**src/rtl/instr_encoder_loader_pkg.sv**
```systemverilog
`default_nettype none
// ============================================================================
//  Module      : instr_encoder_loader_pkg
//  Description : Shared definitions for the RV32I instruction encoder/loader:
//                format tags, base opcodes, immediate range limits and the
//                loader state encoding.
//  Revision    : 1.0 - initial release
// ============================================================================
package instr_encoder_loader_pkg;

    // Format tags carried on the fmt input; 6 and 7 are not legal formats.
    localparam logic [2:0] FMT_R = 3'd0;
    localparam logic [2:0] FMT_I = 3'd1;
    localparam logic [2:0] FMT_S = 3'd2;
    localparam logic [2:0] FMT_B = 3'd3;
    localparam logic [2:0] FMT_U = 3'd4;
    localparam logic [2:0] FMT_J = 3'd5;

    // RV32I base opcodes.
    localparam logic [6:0] OP_LUI    = 7'h37;
    localparam logic [6:0] OP_AUIPC  = 7'h17;
    localparam logic [6:0] OP_JAL    = 7'h6F;
    localparam logic [6:0] OP_JALR   = 7'h67;
    localparam logic [6:0] OP_BRANCH = 7'h63;
    localparam logic [6:0] OP_LOAD   = 7'h03;
    localparam logic [6:0] OP_STORE  = 7'h23;
    localparam logic [6:0] OP_IMM    = 7'h13;
    localparam logic [6:0] OP_REG    = 7'h33;

    // Representable immediate ranges (B and J are byte offsets, must be even).
    localparam int IMM12_MIN = -2048;
    localparam int IMM12_MAX = 2047;
    localparam int IMMB_MIN  = -4096;
    localparam int IMMB_MAX  = 4094;
    localparam int IMMJ_MIN  = -(1 << 20);
    localparam int IMMJ_MAX  = (1 << 20) - 2;

    // Loader control states.
    typedef enum logic [1:0] {
        ST_IDLE  = 2'd0,
        ST_LOAD  = 2'd1,
        ST_FLUSH = 2'd2,
        ST_DONE  = 2'd3
    } state_t;

    // Signed inclusive range test on a full 32-bit immediate.
    function automatic logic imm_in_range(input logic [31:0] v, input int lo, input int hi);
        return ($signed(v) >= lo) && ($signed(v) <= hi);
    endfunction

endpackage : instr_encoder_loader_pkg
`default_nettype wire

```
**src/rtl/instr_encoder_loader_encode.sv**
```systemverilog
`default_nettype none
// ============================================================================
//  Module      : instr_encode
//  Description : Pure combinational RV32I assembler. Packs instruction fields
//                into a 32-bit word according to the format tag and flags
//                immediates that the format cannot represent.
//  Revision    : 1.0 - initial release
// ============================================================================
module instr_encode
    import instr_encoder_loader_pkg::*;
(
    input  logic [2:0]  fmt,
    input  logic [6:0]  opcode,
    input  logic [4:0]  rd,
    input  logic [4:0]  rs1,
    input  logic [4:0]  rs2,
    input  logic [2:0]  f3,
    input  logic [6:0]  f7,
    input  logic [31:0] imm,
    output logic [31:0] word,
    output logic        illegal
);

    // Field packing and legality per format; unknown tags are illegal.
    always_comb begin
        word    = '0;
        illegal = 1'b0;
        case (fmt)
            FMT_R: begin
                word = {f7, rs2, rs1, f3, rd, opcode};
            end
            FMT_I: begin
                word    = {imm[11:0], rs1, f3, rd, opcode};
                illegal = !imm_in_range(imm, IMM12_MIN, IMM12_MAX);
            end
            FMT_S: begin
                word    = {imm[11:5], rs2, rs1, f3, imm[4:0], opcode};
                illegal = !imm_in_range(imm, IMM12_MIN, IMM12_MAX);
            end
            FMT_B: begin
                word    = {imm[12], imm[10:5], rs2, rs1, f3, imm[4:1], imm[11], opcode};
                illegal = !imm_in_range(imm, IMMB_MIN, IMMB_MAX) || imm[0];
            end
            FMT_U: begin
                // The low 12 bits are not encodable, so a nonzero value there
                // would be silently lost.
                word    = {imm[31:12], rd, opcode};
                illegal = (imm[11:0] != 12'd0);
            end
            FMT_J: begin
                word    = {imm[20], imm[10:1], imm[11], imm[19:12], rd, opcode};
                illegal = !imm_in_range(imm, IMMJ_MIN, IMMJ_MAX) || imm[0];
            end
            default: begin
                illegal = 1'b1;
            end
        endcase
    end

endmodule : instr_encode
`default_nettype wire

```
**src/rtl/instr_encoder_loader.sv**
```systemverilog
`default_nettype none
// ============================================================================
//  Module      : instr_encoder_loader
//  Description : Accepts instruction field tuples, encodes them to RV32I words
//                and writes them sequentially into instruction memory through
//                a one-entry buffer that honours memory backpressure. Illegal
//                tuples are consumed and flagged on a sticky error bit.
//  Revision    : 1.0 - initial release
// ============================================================================
module instr_encoder_loader
    import instr_encoder_loader_pkg::*;
#(
    parameter int ADDR_W    = 10,
    parameter int BASE_ADDR = 0,
    parameter int DEPTH     = 1024
) (
    input  logic              clk,
    input  logic              rst,
    input  logic              start,
    input  logic              finish,
    input  logic              in_valid,
    output logic              in_ready,
    input  logic [2:0]        fmt,
    input  logic [6:0]        opcode,
    input  logic [4:0]        rd,
    input  logic [4:0]        rs1,
    input  logic [4:0]        rs2,
    input  logic [2:0]        f3,
    input  logic [6:0]        f7,
    input  logic [31:0]       imm,
    output logic              imem_we,
    output logic [ADDR_W-1:0] imem_addr,
    output logic [31:0]       imem_wdata,
    input  logic              imem_ready,
    output logic [ADDR_W:0]   count,
    output logic              full,
    output logic              err,
    output logic              done
);

    localparam logic [ADDR_W-1:0] c_base  = ADDR_W'(BASE_ADDR);
    localparam logic [ADDR_W:0]   c_depth = (ADDR_W + 1)'(DEPTH);

    state_t              r_state;
    logic                r_done;
    logic                r_err;
    logic                r_buf_valid;
    logic [31:0]         r_wdata;
    logic [ADDR_W-1:0]   r_addr;
    logic [ADDR_W:0]     r_count;

    logic [31:0]         w_word;
    logic                w_illegal;
    logic [ADDR_W:0]     w_loaded;
    logic                w_room;
    logic                w_write;
    logic                w_accept;

    instr_encode u_encode (
        .fmt     (fmt),
        .opcode  (opcode),
        .rd      (rd),
        .rs1     (rs1),
        .rs2     (rs2),
        .f3      (f3),
        .f7      (f7),
        .imm     (imm),
        .word    (w_word),
        .illegal (w_illegal)
    );

    // Words committed to the load so far: written ones plus the buffered one.
    // A write only moves a word from the buffer to memory, so it does not
    // change this total; an accept is allowed while the total is below DEPTH.
    assign w_loaded = r_count + (ADDR_W + 1)'(r_buf_valid);
    assign w_room   = (w_loaded < c_depth);
    assign w_write  = r_buf_valid && imem_ready;

    // The buffer can take a new word when empty or when it empties this
    // cycle, which gives one word per clock under no backpressure.
    assign in_ready = (r_state == ST_LOAD) && w_room && (!r_buf_valid || w_write);
    assign w_accept = in_valid && in_ready;

    assign imem_we    = r_buf_valid;
    assign imem_addr  = r_addr;
    assign imem_wdata = r_wdata;
    assign count      = r_count;
    assign full       = (w_loaded == c_depth);
    assign err        = r_err;
    assign done       = r_done;

    // Control FSM: start from any state wins over finish; FLUSH waits for the
    // buffer to drain before declaring DONE.
    always_ff @(posedge clk or posedge rst) begin
        if (rst) begin
            r_state <= ST_IDLE;
            r_done  <= 1'b0;
        end else if (start) begin
            r_state <= ST_LOAD;
            r_done  <= 1'b0;
        end else begin
            case (r_state)
                ST_LOAD: begin
                    if (finish) begin
                        r_state <= ST_FLUSH;
                    end
                end
                ST_FLUSH: begin
                    if (!r_buf_valid || w_write) begin
                        r_state <= ST_DONE;
                        r_done  <= 1'b1;
                    end
                end
                default: begin
                    r_state <= r_state;
                end
            endcase
        end
    end

    // Output buffer, write address, word count and sticky error. A start
    // discards the buffered word (and any tuple handshaked in that cycle),
    // so the next load begins cleanly at the base address.
    always_ff @(posedge clk or posedge rst) begin
        if (rst) begin
            r_buf_valid <= 1'b0;
            r_wdata     <= '0;
            r_addr      <= c_base;
            r_count     <= '0;
            r_err       <= 1'b0;
        end else if (start) begin
            r_buf_valid <= 1'b0;
            r_addr      <= c_base;
            r_count     <= '0;
            r_err       <= 1'b0;
        end else begin
            if (w_write) begin
                r_addr  <= r_addr + ADDR_W'(1);
                r_count <= r_count + (ADDR_W + 1)'(1);
            end

            if (w_accept && !w_illegal) begin
                r_buf_valid <= 1'b1;
                r_wdata     <= w_word;
            end else if (w_write) begin
                r_buf_valid <= 1'b0;
            end

            if (w_accept && w_illegal) begin
                r_err <= 1'b1;
            end
        end
    end

endmodule : instr_encoder_loader
`default_nettype wire

```
**config.mk**
```make
export PLATFORM = sky130hd
export DESIGN_NAME = instr_encoder_loader
export DESIGN_NICKNAME = d
export VERILOG_FILES = /design/src/rtl/instr_encoder_loader_pkg.sv /design/src/rtl/instr_encoder_loader_encode.sv /design/src/rtl/instr_encoder_loader.sv
export SDC_FILE = /design/constraint.sdc
export NUM_CORES = 1
export LEC_CHECK = 0
export ABC_CLOCK_PERIOD_IN_PS = 2600
export BUFFER_PORTS_ARGS = -buffer_cell sky130_fd_sc_hd__buf_2
export CAP_MARGIN = 15
export CORE_AREA = 2 2 120 122
export CTS_CLUSTER_SIZE = 20
export DETAILED_ROUTE_END_ITERATION = 8
export DIE_AREA = 0 0 122 124
export PLACE_DENSITY = 0.43
export SYNTH_ARGS = -nofsm -noshare
export SYNTH_HDL_FRONTEND = slang
export SYNTH_SLANG_ARGS = --single-unit
```
**constraint.sdc**
```tcl
create_clock -name clk -period 2.6 [get_ports clk]
set_clock_uncertainty 0.15 [all_clocks]
set_input_delay 0.26 -clock clk [delete_from_list [all_inputs] [get_ports clk]]
set_output_delay 0.26 -clock clk [all_outputs]
set_load 0.02 [all_outputs]
```
# After elaboration in Yosys (flattened, before gate mapping)
# Cells that the tools add are included.
# classes
addsub	3
n_mul	0
n_div	0
order_cmp	7
eq_ne	10
shift	0
mux	18
n_bitwise	1
n_reduce_logical	29
# op_table
cell	n
$pmux 32 s6	1
$ge 32x12->1 const B	1
$ge 32x13->1 const B	1
$ge 32x21->1 const B	1
$le 32x12->1 const B	1
$le 32x13->1 const B	1
$le 32x21->1 const B	1
$mux 11	2
$mux 10	2
$reduce_bool 12->1	1
$add 11x1->11	1
$add 11x1->11 const B	1
$eq 11x11->1 const B	1
$lt 11x11->1 const B	1
$add 10x1->10 const B	1
$logic_and 1x1->1	9
$mux 1	8
$reduce_bool 2->1	4
$eq 3x2->1 const B	2
$eq 3x3->1 const B	2
$mux 2	3
$ne 3x3->1 const B	2
$reduce_bool 3->1	2
$logic_not 1->1	5
11 further kinds	14
# word_totals
reg_bits	58
latchBits	0
ram_bits	0
rom_bits	0
input_bits	73
output_inout_bits	58
wordCells	75
memories	0

# Longest topological paths before layout
# Gate-level depths: netlist of the first run.
# logic_depth
depth_word	9
depth_mapped	9
ltp_nobuf	8

# By module
# A second synthesis of the first run with hierarchy kept.
# unflattened
cells_unflattened	365
hier_area_um2	3641.0
# modules_own_cells
mod	instances	cells_each	area_each_um2	seq_area_each_um2
instr_encoder_loader	1	230	2842.7	1451.4
instr_encode	1	135	798.3	0.0

# Worst setup path after synthesis of the first run
# Ideal clock, no wire load.
# synth_timing
path_type	register -> register
startpoint	register r_count[4] (netlist: count[4])
endpoint	register r_wdata[7] (netlist: imem_wdata[7])
setup_time_ps	128
arrival_ps	2767
required_ps	2322
path_slack_ps	-444
stages_incl_launch_ff	9
path_buffers	2
period_less_slack_ps	3044
cell_sequence	dfrtp_1 -> clkbuf_1 -> nand4_1 -> nor3_1 -> xor2_1 -> or4_1 -> nor4_4 -> buf_6 -> mux2_1
# synth_between
elab_chain_cells	7
# synth_rtl
item	line_no	rtl
start: declaration	instr_encoder_loader.sv:50	logic [ADDR_W:0] r_count;
start signal: assignment	instr_encoder_loader.sv:139	r_count <= r_count + (ADDR_W + 1)'(1);
$add 11x1->11	instr_encoder_loader.sv:75	assign w_loaded = r_count + (ADDR_W + 1)'(r_buf_valid);
$lt 11x11->1	instr_encoder_loader.sv:76	assign w_room = (w_loaded < c_depth);
$logic_and 1x1->1 (2 in a row)	instr_encoder_loader.sv:81	assign in_ready = (r_state == ST_LOAD) && w_room && (!r_buf_valid || w_write);
$logic_and 1x1->1	instr_encoder_loader.sv:82	assign w_accept = in_valid && in_ready;
$logic_and 1x1->1	instr_encoder_loader.sv:142	if (w_accept && !w_illegal) begin
$reduce_and 2->1 (no source line)	--	
end signal: assignment	instr_encoder_loader.sv:144	r_wdata <= w_word;
end: declaration	instr_encoder_loader.sv:48	logic [31:0] r_wdata;
# No other way between the ends.
# A chain may end at the register's enable or synchronous reset.

# Final worst setup path of the first run
# layout_timing
startpoint	register r_buf_valid (netlist: imem_we)
endpoint	register r_wdata[19] (netlist: imem_wdata[19])
# layout_between
elab_chain_cells	7
word_cells_on_any_way	10
classes_between	1 x add/sub; 1 x order compare; 8 x reduce/logical
# layout_rtl
item	line_no	rtl
start: declaration	instr_encoder_loader.sv:47	logic r_buf_valid;
start signal: assignment	instr_encoder_loader.sv:126	r_buf_valid <= 1'b0;
start signal: assignment	instr_encoder_loader.sv:132	r_buf_valid <= 1'b0;
start signal: assignment	instr_encoder_loader.sv:143	r_buf_valid <= 1'b1;
$add 11x1->11	instr_encoder_loader.sv:75	
$lt 11x11->1	instr_encoder_loader.sv:76	
$logic_and 1x1->1	instr_encoder_loader.sv:81	
$logic_and 1x1->1 (*)	instr_encoder_loader.sv:81	
$logic_and 1x1->1 (*)	instr_encoder_loader.sv:82	
$logic_and 1x1->1 (*)	instr_encoder_loader.sv:142	
$reduce_and 2->1 (no source line) (*)	--	
# Mark *: on every way between the ends. The rest lies on a longest branch, timed or not.

==> results of run 1 <==
## through the flow
| step | instance area (sq um) | setup slack, ns |
|---|---|---|
| after floorplan | 3420 | -0.295 |
| after global placement | 4430 | -0.162 |
| after detailed placement | 4430 | -0.215 |
| after CTS | 4920 | -0.0536 |
| after global routing | 4970 | -0.0596 |
| final | 4970 | 0.0245 |
## cells by family (layout without fill, tap and decap cells)
kind of cell,Yosys count,count (layout),synth area share (%)
xor+xnor,21,21,5.46
fa+ha+maj,4,4,1.49
mux,38,38,12.3
buf+inv,36,198,4.72
flops,58,58,43.1
simple gates,132,132,19.9
compound gates,64,64,13.1
## cell type report
cell class | instances | area (sq um)
clock buffers | 13 | 270
clock inverters | 2 | 35.0
fillers | 1403 | 8750
inverters | 14 | 52.6
multi-input cells | 259 | 1910
flip-flops and latches | 58 | 1460
well taps | 180 | 225
repair buffers | 169 | 1020
## state kept, by name (all words and copies together), names as in the netlist
register and count:
imem_wdata 32, count 11, imem_addr 10, r_state 2
done 1, err 1, imem_we 1
## placed cells by master (no fill, tap or decap), types with 10 or more instances in the layout
master / count
sky130_fd_sc_hd__nand4_1: 13
sky130_fd_sc_hd__nand2_1: 35
sky130_fd_sc_hd__a22oi_1: 16
sky130_fd_sc_hd__mux2i_1: 11
sky130_fd_sc_hd__dfrtp_1: 54
sky130_fd_sc_hd__inv_1: 13
sky130_fd_sc_hd__buf_2: 129
sky130_fd_sc_hd__mux2_4: 23
sky130_fd_sc_hd__o22ai_1: 10
sky130_fd_sc_hd__nor2_1: 28
sky130_fd_sc_hd__buf_4: 31
sky130_fd_sc_hd__xor2_1: 12
## worst paths after layout
| check | start | endpoint | slack (ns) | cells after the start |
|---|---|---|---|---|
| max | imem_we | imem_wdata[19] | 0.02 | 10 |
| max in group asynchronous | rst | count[3] | 1.34 | 4 |
| min reg2reg | imem_wdata[23] | imem_wdata[23] | 0.33 | 1 |
| min in group asynchronous | rst | imem_wdata[13] | 0.37 | 3 |
| min | opcode[0] | imem_wdata[0] | 0.02 | 3 |
| max reg2reg | imem_we | imem_wdata[19] | 0.02 | 10 |
## timing repair
item | in CTS | in global routing
pin swaps | 4 | 4
hold buffers | 1 | 0
cloned | 1 | 0
setup buffers | 6 | 0
hold endpoints to repair | 22 | 0
setup endpoints to repair | 32 | 34
gates resized for setup | 31 | 11
## power by group through the flow
stage | combinational (uW) | sequential (uW) | clock (uW)
final | 949 | 1190 | 1220
after global routing | 1030 | 1210 | 1300
after CTS | 954 | 1190 | 1260
after detailed placement | 858 | 1200 | 0
after global placement | 850 | 1200 | 0
after floorplan | 273 | 1410 | 0
## tightest hold or removal path, stage by stage
cell	delay [ns]
sky130_fd_sc_hd__buf_2	0.09
sky130_fd_sc_hd__nand2_1	0.04
sky130_fd_sc_hd__mux2i_1	0.06
## routing by layer
layer,up-vias,GRT usage (%)
li1,1595,-
met1,1562,18.5
met3,14,4.99
met5,-,0
met4,0,5.24
met2,112,24.2
==> metrics.yaml, run 1 <==
io-pin-count: 131
timing.setup.critical_path_class: "register to register"
diodes: 0
whs_ns: 0.0241
placement.io_buffers: 130
seq_power_share_pct: 35.5
layout.core_utilization_pct: 36.2
number_of_core_rows: 43
synthCells: 353
drt_iter0_drc: 170
critical_path.slowest_cell: "sky130_fd_sc_hd__or4_4"
grt_overflow_total: 0
ctsRootBufferMaster: "sky130_fd_sc_hd__clkbuf_16"
cp.required_ns: 2.66
m1WireLength_mm: 4.98
vias_in_the_first_global_route: 3331
switchingPower_uw: 1030
gr-usage-all-layers_pct: 14.9
syn-cell-area_sq_um: 3370
coreArea_sq_um: 13700
drv_slew: 0
synthFlopType: "sky130_fd_sc_hd__dfrtp_1"
initial_core_util_pct: 24.6
synth_most_common_cell: "sky130_fd_sc_hd__dfrtp_1"
route.met2.wl_mm: 5.19
path_cells: "ha_4, ha_4, nand2_4, nor3_2, xor2_1, or4_4, nor4_4, buf_6, buf_6, mux2_1"
finalCritPeriodShare_pct: 99.1
final_hold_viol_count: 0
grt_antenna_before_repair: 0
cts_max_level: 3
numPlacedInstances: 672
power.static_leakage_uw: 0.00241
hpwlAfterDp_mm: 8.37
bufs_and_invs_on_worst_path: 2
clock_path_buffers: 2
synth_edf_count: 0
top_signal_layer_used: "met4"
route.detailed.wl_per_inst_um: 16.0
post-synth-top-area-fraction_pct: 43.1
placer_s_final_routability_congestion_estimate: 0.830
postSynthNetCount: 430
worstMarginPinSlew_ns: 0.632
synth_seq_cells: 58
routed_wl_mm: 11.1
worst_ir_drop_vdd_v: 0.000296
crit_path_start_kind: "register"
finalSetupViolCount: 0
finalNetCount: 588
cell_internal_pwr_uw: 2320
route.detailed.drc: 0
synth_largest_area_cell: "sky130_fd_sc_hd__dfrtp_1"
cts_inserted_buffers: 9
firstDrtPassIters: 4
holdCritPathClass: "input port to register"
unrepaired_setup_endpoints_after_global_routing: "true"
tns_ns: 0
critPathMaxStageDelay_ns: 0.52
clkLatencyLatePin_ns: 0.33
cts_tree: "built"
maxClockFrequency_mhz: 388
die_w_um: 122
total_power_divided_by_cell_area_nw_per_um2: 675
timing.slew.headroom_pct: 57.7
number_of_warnings_printed_during_yosys_synthesis: 0
async_flop_share_pct: 100
worstSetupEndpointType: "register"
synthTopCellsByCount: "sky130_fd_sc_hd__dfrtp_1, sky130_fd_sc_hd__nand2_1, sky130_fd_sc_hd__nor2_1, sky130_fd_sc_hd__mux2_1, sky130_fd_sc_hd__a22oi_1"
synth_cell_types: 42
synthTopCellsByArea: "sky130_fd_sc_hd__dfrtp_1, sky130_fd_sc_hd__mux2_1, sky130_fd_sc_hd__nand2_1"
pwr_total_uw: 3360
layout-area-overhead-vs-synth_pct: 47.5
grt_pass1_wl_mm: 17.3
path_max_fanout: 5
detail-route-antenna-nets: 0
path_clk_slew_ns: 0.05
min_period_ns: 2.58
routed-via-count: 3283
swShare_pct: 30.7
met3_wirelength_um: 797
grt_max_degree: 37
power.share.clock_pct: 36.3
maxCapViolCount: 0
synth_sequential_area_ratio_pct: 43.1
power.combinational.fraction_pct: 28.3
dieHeight_um: 124
numClockSinks: 58
routed_via_density: 4.72
outcome: "finished, final reports clean"
postSynthAreaPerCell_sq_um: 9.54
die_area_sq_um: 15100
final_cells: 695
drive_above_1_share_pct: 44.3
critical-path-top-delay-family: "simple AND/OR/NAND/NOR gates"
worstPathArrival_ns: 2.63
Power figures use the tool's default switching activity.
==> inputs of run 2 (changes only) <==
CORE_AREA = 2 2 124 126   (was 2 2 120 122)
DIE_AREA = 0 0 126 128   (was 0 0 122 124)
SYNTH_HIERARCHICAL = 1   (was not set)
==> metrics.yaml, run 2 <==
die_area_sq_um: 16100  # +6.6%
coreArea_sq_um: 14900  # +8.3%
grt_antenna_before_repair: 0  # unchanged
cts_inserted_buffers: 9  # unchanged
most_common_library_cell_in_the_layout_ignoring_fill_and_taps: "sky130_fd_sc_hd__buf_2"
number_of_warnings_printed_during_yosys_synthesis: 6  # +6
layout-area-overhead-vs-synth_pct: 33.4
grt_pass1_wl_mm: 18.0  # +4.4%
grt_use_met3_pct: 2.34  # -2.7 points
placer_s_final_routability_congestion_estimate: 0.806  # -2.9%
grt_max_degree: 59  # +59%
placement.io_buffers: 130  # unchanged
gr-usage-all-layers_pct: 14.0  # -0.86 points
most-common-layout-cells: "sky130_fd_sc_hd__buf_2, sky130_fd_sc_hd__dfrtp_1, sky130_fd_sc_hd__nand2_1"
unrepaired_setup_endpoints_after_global_routing: "true"
vias_in_the_first_global_route: 3319  # -0.36%
synth_cell_types: 52  # +24%
worstMarginPinSlew_ns: 0.812  # +0.180 ns
power.static_leakage_uw: 0.00244  # +1.3%
rr_worst_depth: 7  # -3
grt-busiest-layer: "met2"
post_cts_hold_buffer_count: 0  # -1
io-pin-count: 131  # unchanged
finalNetCount: 582  # -1.0%
layout.core_utilization_pct: 32.7  # -3.6 points
diodes: 0  # unchanged
synth_largest_area_cell: "sky130_fd_sc_hd__dfrtp_1"
async_flop_share_pct: 100  # unchanged
postSynthAreaPerCell_sq_um: 9.98  # +4.5%
synth_sequential_area_ratio_pct: 39.9  # -3.2 points
numClockSinks: 58  # unchanged
crit_path_start_kind: "register"
synth_edf_count: 0  # unchanged
number_of_core_rows: 45  # +4.7%
detail-route-antenna-nets: 0  # unchanged
synth_seq_cells: 58  # unchanged
maxCapViolCount: 0  # unchanged
worstPathArrival_ns: 2.16  # -0.47 ns
holdCritPathClass: "input port to asynchronous set/reset pin"
post-synth-top-area-fraction_pct: 39.9  # -3.2 points
clock_path_buffers: 2  # unchanged
synth-compound-area-share_pct: 13.4  # +0.36 points
timing.setup.critical_path_class: "register to primary output"
die_w_um: 126  # +3.3%
postSynthNetCount: 442  # +2.8%
min_period_ns: 2.57  # -0.00901 ns
maxClockFrequency_mhz: 390  # +0.35%
dieHeight_um: 128  # +3.2%
timing.slew.headroom_pct: 45.9  # -12 points
largest_register_ff_count: 32  # unchanged
routed_via_density: 4.73  # +0.15%
synthTopCellsByArea: "sky130_fd_sc_hd__dfrtp_1, sky130_fd_sc_hd__mux2_4, sky130_fd_sc_hd__a22oi_1"
outcome: "finished, final reports clean"
cp.required_ns: 2.19  # -0.47 ns
drt_iter0_drc: 122  # -28%
worst_ir_drop_vdd_v: 0.000280  # -5.6%
synthCells: 365  # +3.4%
path_max_fanout: 5  # unchanged
final_cells: 698  # +0.43%
route.detailed.drc: 0  # unchanged
final_hold_viol_count: 0  # unchanged
worstSetupEndpointType: "primary output"
firstDrtPassIters: 4  # unchanged
worst_r2r_endpoint: "imem_wdata[28]"
syn-cell-area_sq_um: 3640  # +8.1%
path_clk_slew_ns: 0.05  # about the same
synth_most_common_cell: "sky130_fd_sc_hd__dfrtp_1"
grt.met1_usage_pct: 18.3  # -0.17 points
final_instance_area_sq_um: 4860  # -2.3%
synthFlopType: "sky130_fd_sc_hd__dfrtp_1"
route.detailed.wl_per_inst_um: 16.0  # about the same
cts_tree: "built"
post-cts-setup-buffer-count: 0  # -6
cts_max_level: 3  # unchanged
synth_top_family_by_area: "simple AND/OR/NAND/NOR gates"
routed-via-count: 3302  # +0.58%
finalSetupViolCount: 0  # unchanged
arithmetic_cell_share_of_the_synthesized_area_counting_full_adders_half_adders_and_majority_gates_pct: 1.37  # -0.11 points
hpwlAfterDp_mm: 8.33  # -0.49%
reg2reg_slack_ns: 0.25  # +0.23 ns
synth_xor_xnor_area_share_pct: 5.05  # -0.41 points
pwr_total_uw: 3150  # -6.1%
drv_slew: 0  # unchanged
dpl_cell_area_sq_um: 4550  # +2.6%
clkLatencyLatePin_ns: 0.33  # about the same
grt_util_met2_pct: 23.3  # -0.92 points
grt_overflow_total: 0  # unchanged
drive_above_1_share_pct: 43.7  # -0.55 points
total_power_divided_by_cell_area_nw_per_um2: 649  # -3.9%
synthTopCellsByCount: "sky130_fd_sc_hd__dfrtp_1, sky130_fd_sc_hd__nand2_1, sky130_fd_sc_hd__mux2_4, sky130_fd_sc_hd__nor2_1, sky130_fd_sc_hd__o21ai_0"
initial_core_util_pct: 24.5  # -0.056 points
finalCritPeriodShare_pct: 98.7  # -0.35 points
synth_simple_gate_area_share_pct: 20.2  # +0.33 points
routed_wl_mm: 11.2  # +0.48%
ctsRootBufferMaster: "sky130_fd_sc_hd__clkbuf_16"
numPlacedInstances: 682  # +1.5%
rr_startpoint: "imem_we"
synth.area.mux_share_pct: 14.1  # +1.8 points
[run 2: cell count changes in the layout (fill, tap and decap cells not counted), moves of 5 or more]
cell                        previous run  this run
sky130_fd_sc_hd__o2bb2ai_1             8         0
sky130_fd_sc_hd__nand3_1               6        11
sky130_fd_sc_hd__and2_1                1        11
sky130_fd_sc_hd__buf_4                31        23
sky130_fd_sc_hd__mux2_4               23        29
sky130_fd_sc_hd__a22o_1                0         6
sky130_fd_sc_hd__o21ai_0               9        17
sky130_fd_sc_hd__mux2i_1              11         1
[run 2: report_power, final]
part	switching [uW]	internal, uW	leakage [uW]	total, uW
clock	433	661	0.000138	1090
sequential	95.6	1070	0.000765	1160
combinational	474	417	0.00154	891
total	1000	2150	0.00244	3150
[run 2: area by class of cell]
| type | count | area [sq um] |
|---|---|---|
| clock inverters | 6 | 32.5 |
| clock buffers | 10 | 239 |
| well taps | 188 | 235 |
| inverters | 13 | 48.8 |
| repair buffers | 153 | 838 |
| fillers | 1611 | 10000 |
| flip-flops and latches | 58 | 1450 |
| multi-input cells | 270 | 2010 |
[run 2: cells by family (layout without fill, tap and decap cells)]
kind of cell | after synthesis | after routing
AOI/OAI and AO/OA | 74 | 74
and+or+nand+nor | 135 | 135
muxes | 36 | 36
adders and majority gates | 4 | 4
DFF | 58 | 58
xor gates and xnor gates | 21 | 21
buffers and inverters | 37 | 182
[run 2: how the worst max path moves through the flow]
stage	start	to	slack, ns	cells past startpoint
2_1_floorplan	imem_we	full	0.1	5
3_3_place_gp	imm[12]	imem_wdata[1]	0.03	9
3_5_place_dp	imm[24]	imem_wdata[2]	0.06	10
4_1_cts	imem_we	full	-0.008	6
5_1_grt	imem_we	full	-0.10	6
6_report	imem_we	full	0.03	6
[run 2: per-stage QoR]
step	setup TNS, ns	worst slack [ns]	hold slack, ns
5_1_grt	-0.103	-0.103	0.0611
6_report	0	0.0336	0.0176
4_1_cts	-0.00759	-0.00759	0.0499
2_1_floorplan	0	0.0993	0.264
3_5_place_dp	0	0.0569	0.344
3_3_place_gp	0	0.0336	0.329
[run 2: repair_timing]
item / 4_1_cts / 5_1_grt
gates resized for setup: 7 / 0
pin swaps: 0 / 0
endpoints found under the setup margin: 2 / 1
[run 2: worst max-delay path: stages, from the launching register on]
cell	delay (ns)
sky130_fd_sc_hd__dfrtp_1	0.37
sky130_fd_sc_hd__ha_2	0.21
sky130_fd_sc_hd__ha_4	0.17
sky130_fd_sc_hd__nand3_2	0.09
sky130_fd_sc_hd__or4_4	0.48
sky130_fd_sc_hd__a2111oi_4	0.32
sky130_fd_sc_hd__buf_4	0.19
[run 2: routing by layer]
layer | share of wire (%) | vias to the layer above
li1 | - | 1607
met1 | 45 | 1594
met2 | 50 | 88
met3 | 3.7 | 13
met4 | 1.7 | 0
met5 | 0 | -
==> inputs of run 3 (changes only) <==
PLACE_DENSITY = 0.57   (was 0.43)
==> metrics.yaml, run 3 (synthesis gave the netlist of run 2 again) <==
grt_max_degree: 33  # -44%
most_common_library_cell_in_the_layout_ignoring_fill_and_taps: "sky130_fd_sc_hd__buf_2"
critPathMostFrequentCell: "sky130_fd_sc_hd__ha_4"
finalCritPeriodShare_pct: 98.8  # about the same
maxClockFrequency_mhz: 389  # about the same
cts_inserted_buffers: 9  # unchanged
coreArea_sq_um: 14900  # unchanged
unrepaired_setup_endpoints_after_global_routing: "true"
largest_register_ff_count: 32  # unchanged
die_w_um: 126  # unchanged
io-pin-count: 131  # unchanged
path_cells: "ha_4, ha_4, nand3_4, or4_4, a2111oi_4, buf_4"
worstPathArrival_ns: 2.16  # about the same
cts_max_level: 3  # unchanged
dpl_cell_area_sq_um: 4540  # -0.16%
timing.setup.critical_path_class: "register to primary output"
number_of_core_rows: 45  # unchanged
vias_in_the_first_global_route: 3229  # -2.7%
holdCritPathClass: "input port to register"
drive_above_1_share_pct: 43.9  # +0.22 points
route.detailed.wl_per_inst_um: 15.6  # -2.7%
timing.slew.headroom_pct: 54.4  # +8.5 points
numClockSinks: 58  # unchanged
initial_core_util_pct: 24.5  # unchanged
finalSetupViolCount: 0  # unchanged
layout.core_utilization_pct: 33.2  # +0.56 points
clkLatencyLatePin_ns: 0.32  # about the same
cp.required_ns: 2.19  # about the same
worst_ir_drop_vdd_v: 0.000267  # -4.4%
critPathMaxStageDelay_ns: 0.53  # +0.05 ns
die_area_sq_um: 16100  # unchanged
final_instance_area_sq_um: 4940  # +1.7%
drt_iter0_drc: 184  # +51%
ctsRootBufferMaster: "sky130_fd_sc_hd__clkbuf_16"
final_hold_viol_count: 0  # unchanged
layout-area-overhead-vs-synth_pct: 35.7
detail-route-antenna-nets: 0  # unchanged
routed_via_density: 4.79  # +1.3%
total_power_divided_by_cell_area_nw_per_um2: 663  # +2.2%
grt_pass1_wl_mm: 17.3  # -4.1%
grt_antenna_before_repair: 0  # unchanged
gr-usage-all-layers_pct: 13.3  # -0.72 points
dieHeight_um: 128  # unchanged
bufs_and_invs_on_worst_path: 1  # unchanged
routed_wl_mm: 10.9  # -2.4%
tns_ns: 0  # unchanged
path_clk_slew_ns: 0.05  # about the same
worstSetupEndpointType: "primary output"
critical_path.slowest_cell: "sky130_fd_sc_hd__or4_4"
worstMarginPinSlew_ns: 0.683  # -0.129 ns
maxCapViolCount: 0  # unchanged
placement.io_buffers: 130  # unchanged
min_period_ns: 2.57  # +0.00180 ns
cts_tree: "built"
firstDrtPassIters: 4  # unchanged
grt_overflow_total: 0  # unchanged
power.static_leakage_uw: 0.00247  # +1.2%
path_max_fanout: 5  # unchanged
n_fill_cell: 1578  # -2.0%
drv_slew: 0  # unchanged
critical-path-top-delay-family: "simple AND/OR/NAND/NOR gates"
crit_path_start_kind: "register"
clock_path_buffers: 2  # unchanged
route.detailed.drc: 0  # unchanged
routed-via-count: 3356  # +1.6%
outcome: "finished, final reports clean"
finalNetCount: 585  # +0.52%
diodes: 0  # unchanged
pwr_total_uw: 3280  # +4.0%
most-common-layout-cells: "sky130_fd_sc_hd__buf_2, sky130_fd_sc_hd__dfrtp_1, sky130_fd_sc_hd__nand2_1"
placer_s_final_routability_congestion_estimate: 0.912  # +13%
whs_ns: 0.0770  # +0.0594 ns
hpwlAfterDp_mm: 8.27  # -0.74%
run 3: layer usage:
metal	wire [um]	up-vias	track usage [%]
met4	162	0	5.04
met2	5180	107	21.3
met1	4960	1630	17.5
met5	0	-	0
met3	599	15	3.13
li1	-	1604	-
run 3: path summary, 6_finish.rpt:
| path | startpoint | endpoint | slack, ns | cells after the start |
|---|---|---|---|---|
| worst max-delay path | count[0] | full | 0.03 | 6 |
| worst min-delay path | finish | r_state[1] | 0.08 | 3 |
| worst max register to register | count[0] | imem_wdata[28] | 0.16 | 8 |
| worst min register to register | err | err | 0.34 | 1 |
| max in group asynchronous | rst | imem_wdata[28] | 1.42 | 4 |
| min in group asynchronous | rst | imem_addr[8] | 0.21 | 3 |
run 3: final cells by class:
class	count	area, sq um	share of cell area [%]
timing repair buffer	156	863	17.5
clock inverter	2	35.0	0.709
multi-input combinational	270	2040	41.2
tap	188	235	4.76
sequential	58	1450	29.4
clock buffer	13	270	5.47
inverter	13	48.8	0.988
run 3: power by group:
group | internal [uW] | switching (uW)
Clock | 813 | 400
Combinational | 418 | 472
Sequential | 1070 | 102
Total | 2300 | 975
run 3: through the flow:
stage          worst slack, ns  cells
2_1_floorplan           0.0993    365
3_3_place_gp            0.0937    681
3_5_place_dp            0.0884    681
4_1_cts                -0.0107    697
5_1_grt                -0.0575    700
6_report                0.0318    700
run 3: repair_timing:
| action | in CTS | in global routing |
|---|---|---|
| pin swaps | 1 | 3 |
| resized for setup | 6 | 5 |
| endpoints found under the hold margin | 26 | 0 |
| hold buffers | 1 | 0 |
| endpoints found under the setup margin | 1 | 1 |
| setup buffers | 0 | 3 |
run 3: worst min-delay path, delay by kind of cell:
family | cells | cell delay, ns
AOI/OAI and AO/OA | 1 | 0.06
and+or+nand+nor | 1 | 0.09
buffers and inverters | 1 | 0.09
